`src/rtl/arb_mux_pkg.sv`:
```
// rtl/arb_mux_pkg.sv - mode encodings and index-width helper for arb_mux_reg
package arb_mux_pkg;

  localparam logic [1:0] MODE_SEL   = 2'b00;
  localparam logic [1:0] MODE_FIXED = 2'b01;
  localparam logic [1:0] MODE_RR    = 2'b10;

  // Index width; kept at least 1 so a degenerate count never yields a zero-width port
  function automatic int sel_w_f(input int n);
    return (n <= 2) ? 1 : $clog2(n);
  endfunction

endpackage

```
`src/rtl/arb_mux_pick.sv`:
```
// rtl/arb_mux_pick.sv - combinational rotating-priority picker (first request at or above start, wrapping)
module arb_mux_pick #(
  parameter int N  = 4,
  parameter int SW = 2
) (
  input  logic [N-1:0]  req_i,
  input  logic [SW-1:0] start_i,
  output logic [N-1:0]  gnt_o,
  output logic [SW-1:0] idx_o,
  output logic          any_o
);

  int j;

  always_comb begin
    gnt_o = '0;
    idx_o = '0;
    any_o = 1'b0;
    j     = 0;
    for (int k = 0; k < N; k++) begin
      j = int'(start_i) + k;
      if (j >= N) j = j - N;
      if (!any_o && req_i[j]) begin
        gnt_o[j] = 1'b1;
        idx_o    = SW'(j);
        any_o    = 1'b1;
      end
    end
  end

endmodule

```
`src/rtl/arb_mux_reg.sv`:
```
// rtl/arb_mux_reg.sv - N:1 arbitrating mux with registered output; ARB_MUX_RR_EN enables round-robin mode
module arb_mux_reg
  import arb_mux_pkg::*;
#(
  parameter  int WIDTH  = 32,
  parameter  int NUM_IN = 4,
  localparam int SEL_W  = sel_w_f(NUM_IN)
) (
  input  logic                    clk,
  input  logic                    rst_n,
  input  logic [NUM_IN-1:0]       in_valid,
  input  logic [NUM_IN*WIDTH-1:0] in_data,
  output logic [NUM_IN-1:0]       in_ready,
  input  logic [1:0]              mode,
  input  logic [SEL_W-1:0]        sel,
  output logic                    out_valid,
  output logic [WIDTH-1:0]        out_data,
  output logic [SEL_W-1:0]        out_src,
  input  logic                    out_ready,
  output logic                    sel_err
);

  logic              out_valid_q, out_valid_d;
  logic [WIDTH-1:0]  out_data_q, out_data_d;
  logic [SEL_W-1:0]  out_src_q, out_src_d;
  logic              sel_err_q, sel_err_d;
  logic              load_en, sel_ok, xfer;
  logic [SEL_W-1:0]  pick_start, pick_idx, gnt_idx;
  logic [NUM_IN-1:0] pick_gnt, gnt;
  logic              pick_any, gnt_any;

  assign load_en = !out_valid_q || out_ready;
  assign sel_ok  = (32'(sel) < 32'(NUM_IN));

`ifdef ARB_MUX_RR_EN
  logic [SEL_W-1:0] rr_ptr_q, rr_ptr_d;

  assign pick_start = (mode == MODE_RR) ? rr_ptr_q : '0;

  always_comb begin
    rr_ptr_d = rr_ptr_q;
    if (xfer && mode == MODE_RR)
      rr_ptr_d = (gnt_idx == SEL_W'(NUM_IN - 1)) ? '0 : gnt_idx + 1'b1;
  end

  always_ff @(posedge clk) begin
    if (!rst_n) rr_ptr_q <= '0;
    else        rr_ptr_q <= rr_ptr_d;
  end
`else
  assign pick_start = '0;
`endif

  arb_mux_pick #(.N(NUM_IN), .SW(SEL_W)) u_pick (
    .req_i   (in_valid),
    .start_i (pick_start),
    .gnt_o   (pick_gnt),
    .idx_o   (pick_idx),
    .any_o   (pick_any)
  );

  // Explicit select bypasses the picker; every other mode (including 11) goes through it
  always_comb begin
    gnt     = '0;
    gnt_idx = '0;
    gnt_any = 1'b0;
    if (mode == MODE_SEL) begin
      if (sel_ok && in_valid[sel]) begin
        gnt[sel] = 1'b1;
        gnt_idx  = sel;
        gnt_any  = 1'b1;
      end
    end else begin
      gnt     = pick_gnt;
      gnt_idx = pick_idx;
      gnt_any = pick_any;
    end
  end

  assign in_ready = rst_n ? (gnt & {NUM_IN{load_en}}) : '0;
  assign xfer     = rst_n && load_en && gnt_any;

  always_comb begin
    out_valid_d = out_valid_q;
    out_data_d  = out_data_q;
    out_src_d   = out_src_q;
    sel_err_d   = (mode == MODE_SEL) && !sel_ok;
    if (load_en) begin
      out_valid_d = gnt_any;
      if (gnt_any) begin
        out_data_d = in_data[int'(gnt_idx)*WIDTH +: WIDTH];
        out_src_d  = gnt_idx;
      end
    end
  end

  always_ff @(posedge clk) begin
    if (!rst_n) begin
      out_valid_q <= 1'b0;
      out_data_q  <= '0;
      out_src_q   <= '0;
      sel_err_q   <= 1'b0;
    end else begin
      out_valid_q <= out_valid_d;
      out_data_q  <= out_data_d;
      out_src_q   <= out_src_d;
      sel_err_q   <= sel_err_d;
    end
  end

  assign out_valid = out_valid_q;
  assign out_data  = out_data_q;
  assign out_src   = out_src_q;
  assign sel_err   = sel_err_q;

endmodule

```
`config.mk`:
```
export PLATFORM = sky130hd
export DESIGN_NAME = arb_mux_reg
export DESIGN_NICKNAME = d
export VERILOG_FILES = /design/src/rtl/arb_mux_pkg.sv /design/src/rtl/arb_mux_pick.sv /design/src/rtl/arb_mux_reg.sv
export SDC_FILE = /design/constraint.sdc
export NUM_CORES = 1
export LEC_CHECK = 0
export CELL_PAD_IN_SITES_DETAIL_PLACEMENT = 0
export CELL_PAD_IN_SITES_GLOBAL_PLACEMENT = 1
export CORE_UTILIZATION = 30
export CTS_BUF_LIST = sky130_fd_sc_hd__clkbuf_8
export DETAILED_ROUTE_END_ITERATION = 8
export HOLD_SLACK_MARGIN = 0.03
export PLACE_DENSITY_LB_ADDON = 0.1
export SLEW_MARGIN = 20
export SYNTH_ARGS = -nofsm -noshare
export SYNTH_HDL_FRONTEND = slang
export SYNTH_HIERARCHICAL = 1
export SYNTH_SLANG_ARGS = --single-unit
```
`constraint.sdc`:
```
create_clock -name clk -period 4.85 [get_ports clk]
set_clock_uncertainty 0.05 [all_clocks]
set_input_delay 0.97 -clock clk [delete_from_list [all_inputs] [get_ports clk]]
set_output_delay 0.97 -clock clk [all_outputs]
set_load 0.02 [all_outputs]
```
==> Word-level counts from Yosys, hierarchy flattened <==
Index checks and enable logic that the tools add are counted.
{ "op_classes": {"n_reduce_logical": 11, "add_sub_neg": 0, "eq_ne": 0, "multipliers": 0, "bitwise": 1, "shifts": 1, "order_cmp": 2, "mux": 22, "n_div": 0} }
{ "op_table": {"columns": ["cell", "count"], "rows": [
  ["$shiftx A128 B8 Y32", 1],
  ["$mux W4", 4],
  ["$mux W1", 10],
  ["$mux W2", 5],
  ["$and A4 B4 Y4", 1],
  ["$logic_and A1 B1 Y1", 4],
  ["$logic_not A1 Y1", 4],
  ["$lt A2 B3 Y1 const B", 1],
  ["$mux W3", 1],
  ["$bmux W1 S2", 1],
  ["$demux W1 S2", 1],
  ["$ge A2 B1 Y1 const B", 1],
  ["$logic_not A2 Y1", 1],
  ["$reduce_and A2 Y1", 1],
  ["$logic_or A1 B1 Y1", 1]
]} }
{ "totals": {"out_inout_bits": 40, "rom_bits": 0, "regBits": 35, "ramBits": 0, "memories": 0, "latch_bits": 0} }

==> Longest topological paths before layout <==
{ "logic_depth": {"word_depth": 13, "ltp_mapped": 14, "depth_no_buf": 10} }

==> Hierarchy <==
Netlist, hierarchy kept.
{ "by_module_without_submodules": {"columns": ["module", "n_inst", "area_each_um2", "cells_each"], "rows": [
  ["arb_mux_reg", 1, 2691.3, 311],
  ["arb_mux_pick", 1, 456.7, 48]
]} }

==> Least setup slack after synthesis <==
OpenSTA, ideal clock, no wires.
{ "synth_path": {"path_kind": "input-to-output", "from": "input in_valid[1]", "to": "output in_ready[3]", "t_arrival_ns": 2.419, "slack_ns": 1.411, "cell_stages": 7, "required_ns": 3.830, "n_path_buf": 1, "path_cell_list": "mux4_2 -> buf_6 -> nor4b_4 -> a22oi_1 -> o21ai_0 -> a32oi_1 -> nor2_1"} }
{ "synth_between": {"elab_chain_cells": 11} }
{ "synth_lines": {"columns": ["element", "line", "source"], "rows": [
  ["start, declared", "arb_mux_reg.sv:11", "input logic [NUM_IN-1:0] in_valid,"],
  ["$logic_and A1 B1 Y1 *", "arb_mux_pick.sv:23", "if (!any_o && req_i[j]) begin"],
  ["$mux W1 *", "arb_mux_pick.sv:23", null],
  ["$logic_not A1 Y1", "arb_mux_pick.sv:23", null],
  ["$logic_and A1 B1 Y1", "arb_mux_pick.sv:23", null],
  ["$mux W1 *", "arb_mux_pick.sv:23", null],
  ["$logic_not A1 Y1 *", "arb_mux_pick.sv:23", null],
  ["$logic_and A1 B1 Y1 *", "arb_mux_pick.sv:23", null],
  ["$mux W4 *", "arb_mux_pick.sv:23", null],
  ["net pick_gnt[3]", "arb_mux_reg.sv:29", "logic [NUM_IN-1:0] pick_gnt, gnt;"],
  ["$mux W4 *", "arb_mux_reg.sv:67", "if (mode == MODE_SEL) begin"],
  ["$and A4 B4 Y4 *", "arb_mux_reg.sv:80", "assign in_ready = rst_n ? (gnt & {NUM_IN{load_en}}) : '0;"],
  ["$mux W4 *", "arb_mux_reg.sv:80", null],
  ["end, declared", "arb_mux_reg.sv:13", "output logic [NUM_IN-1:0] in_ready,"]
]} }
The timed path passes the listed nets; every way through them passes the cells marked *. The select of a mux whose other input is x is not followed.

==> Final worst setup path <==
{ "layout_path": {"from": "input in_valid[0]", "to": "output in_ready[3]"} }
{ "layout_between": {"elab_chain_cells": 13} }
{ "layout_lines": {"columns": ["element", "line"], "rows": [
  ["$mux W1 *", "arb_mux_pick.sv:23"],
  ["$logic_not A1 Y1", "arb_mux_pick.sv:23"],
  ["$logic_and A1 B1 Y1", "arb_mux_pick.sv:23"],
  ["$mux W1 *", "arb_mux_pick.sv:23"],
  ["$logic_not A1 Y1", "arb_mux_pick.sv:23"],
  ["$logic_and A1 B1 Y1", "arb_mux_pick.sv:23"],
  ["$mux W1 *", "arb_mux_pick.sv:23"],
  ["$logic_not A1 Y1 *", "arb_mux_pick.sv:23"],
  ["$logic_and A1 B1 Y1 *", "arb_mux_pick.sv:23"],
  ["$mux W4 *", "arb_mux_pick.sv:23"],
  ["net pick_gnt[3]", "arb_mux_reg.sv:29"],
  ["$mux W4 *", "arb_mux_reg.sv:67"],
  ["$and A4 B4 Y4 *", "arb_mux_reg.sv:80"],
  ["$mux W4 *", "arb_mux_reg.sv:80"]
]} }
Marks and branches as above.

==> results by group <==
Routing
  – Starting DRT DRC Count: 156
  – Final ANT Viol Nets: 0
  – WL final: ~12 mm
  – DRT Pass-1 Iters: 6
  – Vias: roughly 3600
  – DRC: 0
  – Vias/cell: around 5.4
  – Routed len/inst: 18.21 um

Timing
  – Endpoints failing setup: 0
  – Final Max Slew Viols: 0
  – Fmax: roughly 220 MHz
  – RSZ-0062 raised after global routing: false
  – Final period util: between 90 and 100%
  – Final Hold Viols: 0
  – Final setup margin: approximately 0.27 ns
  – Hold_ws: around 0.43 ns
  – Setup TNS Final: 0 ns
  – Final min period: ~4.6 ns
  – Slew headroom: a little over two fifths
  – Actual slew at the worst max-slew pin: 0.8680 ns

Yosys
  – Commonest cells post-synth: dfxtp_1, a211oi_1, a21oi_1
  – Register area share after synthesis: between 20 and 25%
  – Post-synth top area cell: dfxtp_1
  – Number of distinct library cells after synthesis: 54
  – Synth top area cells: dfxtp_1, a211oi_1, mux2i_1
  – Share of flip-flops with an asynchronous set or reset: 0%
  – Syn Area/Cell: about 9 um2
  – Yosys Warn Count: 6
  – Cells after Synth: about 360
  – EDFF count, synth: 0
  – Top-count cell post-synth: dfxtp_1
  – Predominant post-synthesis flop cell: dfxtp_1
  – Mapped Area: about 3100 um2
  – Seq cells post-synth: 35
  – Area share of the largest cell type after synthesis: approximately 22%

Clock network
  – Worst-Skew Late Latency: 0.30 ns
  – Post-CTS setup buffer count: 0
  – Post-cts sizing count: 0
  – CTS Hold Bufs: 0
  – Clk buf depth: 2
  – Root Driver: clkbuf_8
  – H-tree depth: 2
  – TritonCTS clock tree: done
  – Sink Count: 35
  – Clock-pin slew on the worst setup and hold paths: 0.08 ns
  – Inserted Clock Buffers: 5

Floorplanning
  – DIE WIDTH: roughly 100 um
  – Top Ports: 179
  – Row cnt: 37
  – Initial core utilization: 30.77%
  – Die Ht: approximately 100 um
  – Core ar.: 10230 um2
  – DIE AREA: roughly 11000 um2

GRT
  – Initial antenna violation count: 0
  – Global Route Usage Sum: between 20% and 30%
  – First-pass GRT wire length: 19.05 mm
  – Largest net degree at the start of global routing: 33
  – Overflow left after global routing: 0
  – Vias in the first global route: roughly 3500

Pwr
  – VDD IR-drop max: roughly 0.00013 V
  – Pwr Total: between 1 and 1.5 mW
  – PD cells: between 200 and 300 nW/um2
  – Lkg Pwr: ~2.0 nW

Place
  – I/O Buffers: 177
  – Gpl congestion: around 0.84
  – Place WS: 0.2920 ns
  – Placed cell count: about 660
  – Post-DP HPWL: roughly 8.9 mm

Critical path
  – Critical path fanouts, max: 13
  – Startpoint Class: primary input
  – Worst endpoint required time: between 3 and 4 ns
  – WP data arrival: between 3 and 4 ns
  – WS Path Type: in -> out
  – Worst setup EP type: primary output

Finish
  – Area growth syn-to-layout: 65.22%
  – N_diodes: 0
  – NumNets Final: 681
  – Layout cell share with drive strength beyond 1: 9.907%
  – Final Non-Filler Cells: 671

Run status
  – Status: finished clean

Hold path
  – Min-delay worst type: reg -> reg

Flow run
  – Max_cap viols: 0
cell type report:
cell class | instances | area [um2]
clock buffer | 5 | 68.82
inverter | 21 | 78.83
tap | 136 | 170.2
sequential | 35 | 700.7
clock inverter | 3 | 43.79
multi-input combinational | 276 | 2220
fill | 977 | 5030
timing repair buffer | 195 | 1919
cell families (layout without fill, tap and decap cells):
family                   count (synthesis)  in the layout  synth area share (%)
multiplexers                            27             27                 10.73
adder cells (fa/ha/maj)                  8              8                 3.180
buffers and inverters                   63            224                 9.340
AO/OA/AOI/OAI                          165            165                 43.72
other                                    1             16                0.1191
AND/OR/NAND/NOR                         60             60                 10.65
flip-flops                              35             35                 22.26
critical path, cell delays in order:
cell and delay, ns:
clkdlybuf4s50_1 0.50, mux4_2 0.64, nor4b_4 0.44, a22oi_1 0.11, o21ai_0 0.10, a32oi_1 0.09, nor2_1 0.11, clkdlybuf4s50_1 0.61
per-layer routing:
| metal | share of wire [%] | vias up | wire, um | track usage, % |
|---|---|---|---|---|
| li1 | - | 1774 | - | - |
| met1 | 46 | 1702 | 5566 | 28.87 |
| met2 | 48 | 131 | 5872 | 36.99 |
| met3 | 5.3 | 11 | 650 | 3.321 |
| met4 | 1.1 | 0 | 131 | 4.592 |
| met5 | 0 | - | 0 | 0 |
where the power goes:
part           internal [mW]  total [mW]  leakage (nW)  switching [mW]
Combinational          0.334       0.667          1.63           0.333
Sequential             0.334       0.358         0.291          0.0233
Clock                  0.153       0.277        0.0581           0.124
Total                  0.821        1.30          1.98           0.480
through the flow:
stage	area (um2)	util [%]
after CTS	5201	50.84
after global routing	5201	50.84
after detailed placement	5089	49.74
final	5201	50.84
after global placement	5089	49.74
after floorplan	3204	-
flip-flops by register name, indices dropped and copies added (netlist names):
signal,cells
out_data,32
out_src,2
out_valid,1
placed cells by master, fill, tap and decap left out, drive strengths merged, types with 3 or more instances in the layout:
cell,synthesis,layout
a21oi,23,23
clkdlybuf4s50,0,177
a221oi,17,17
inv,20,20
o32ai,16,16
mux2,5,5
a2111oi,32,32
nor2,5,5
clkbuf,19,5
dfxtp,35,35
nand2b,3,3
nand2,21,21
mux2i,18,18
mux4,4,4
o21ai,8,8
o211a,16,16
clkinv,1,3
buf,23,18
a22oi,9,9
nor3,3,3
a211oi,33,33
ha,8,8
conb,1,16
and2,16,16
path summary, 6_finish.rpt:
kind / to / from / slack, ns / depth (start not counted)
max: in_ready[3] / in_valid[0] / 0.27 / 8
min: out_data[10] / out_data[10] / 0.43 / 2
max reg2reg: out_data[15] / out_valid / 2.68 / 5
min reg2reg: out_data[10] / out_data[10] / 0.43 / 2
No activity file was read; power rests on OpenSTA's default activity.
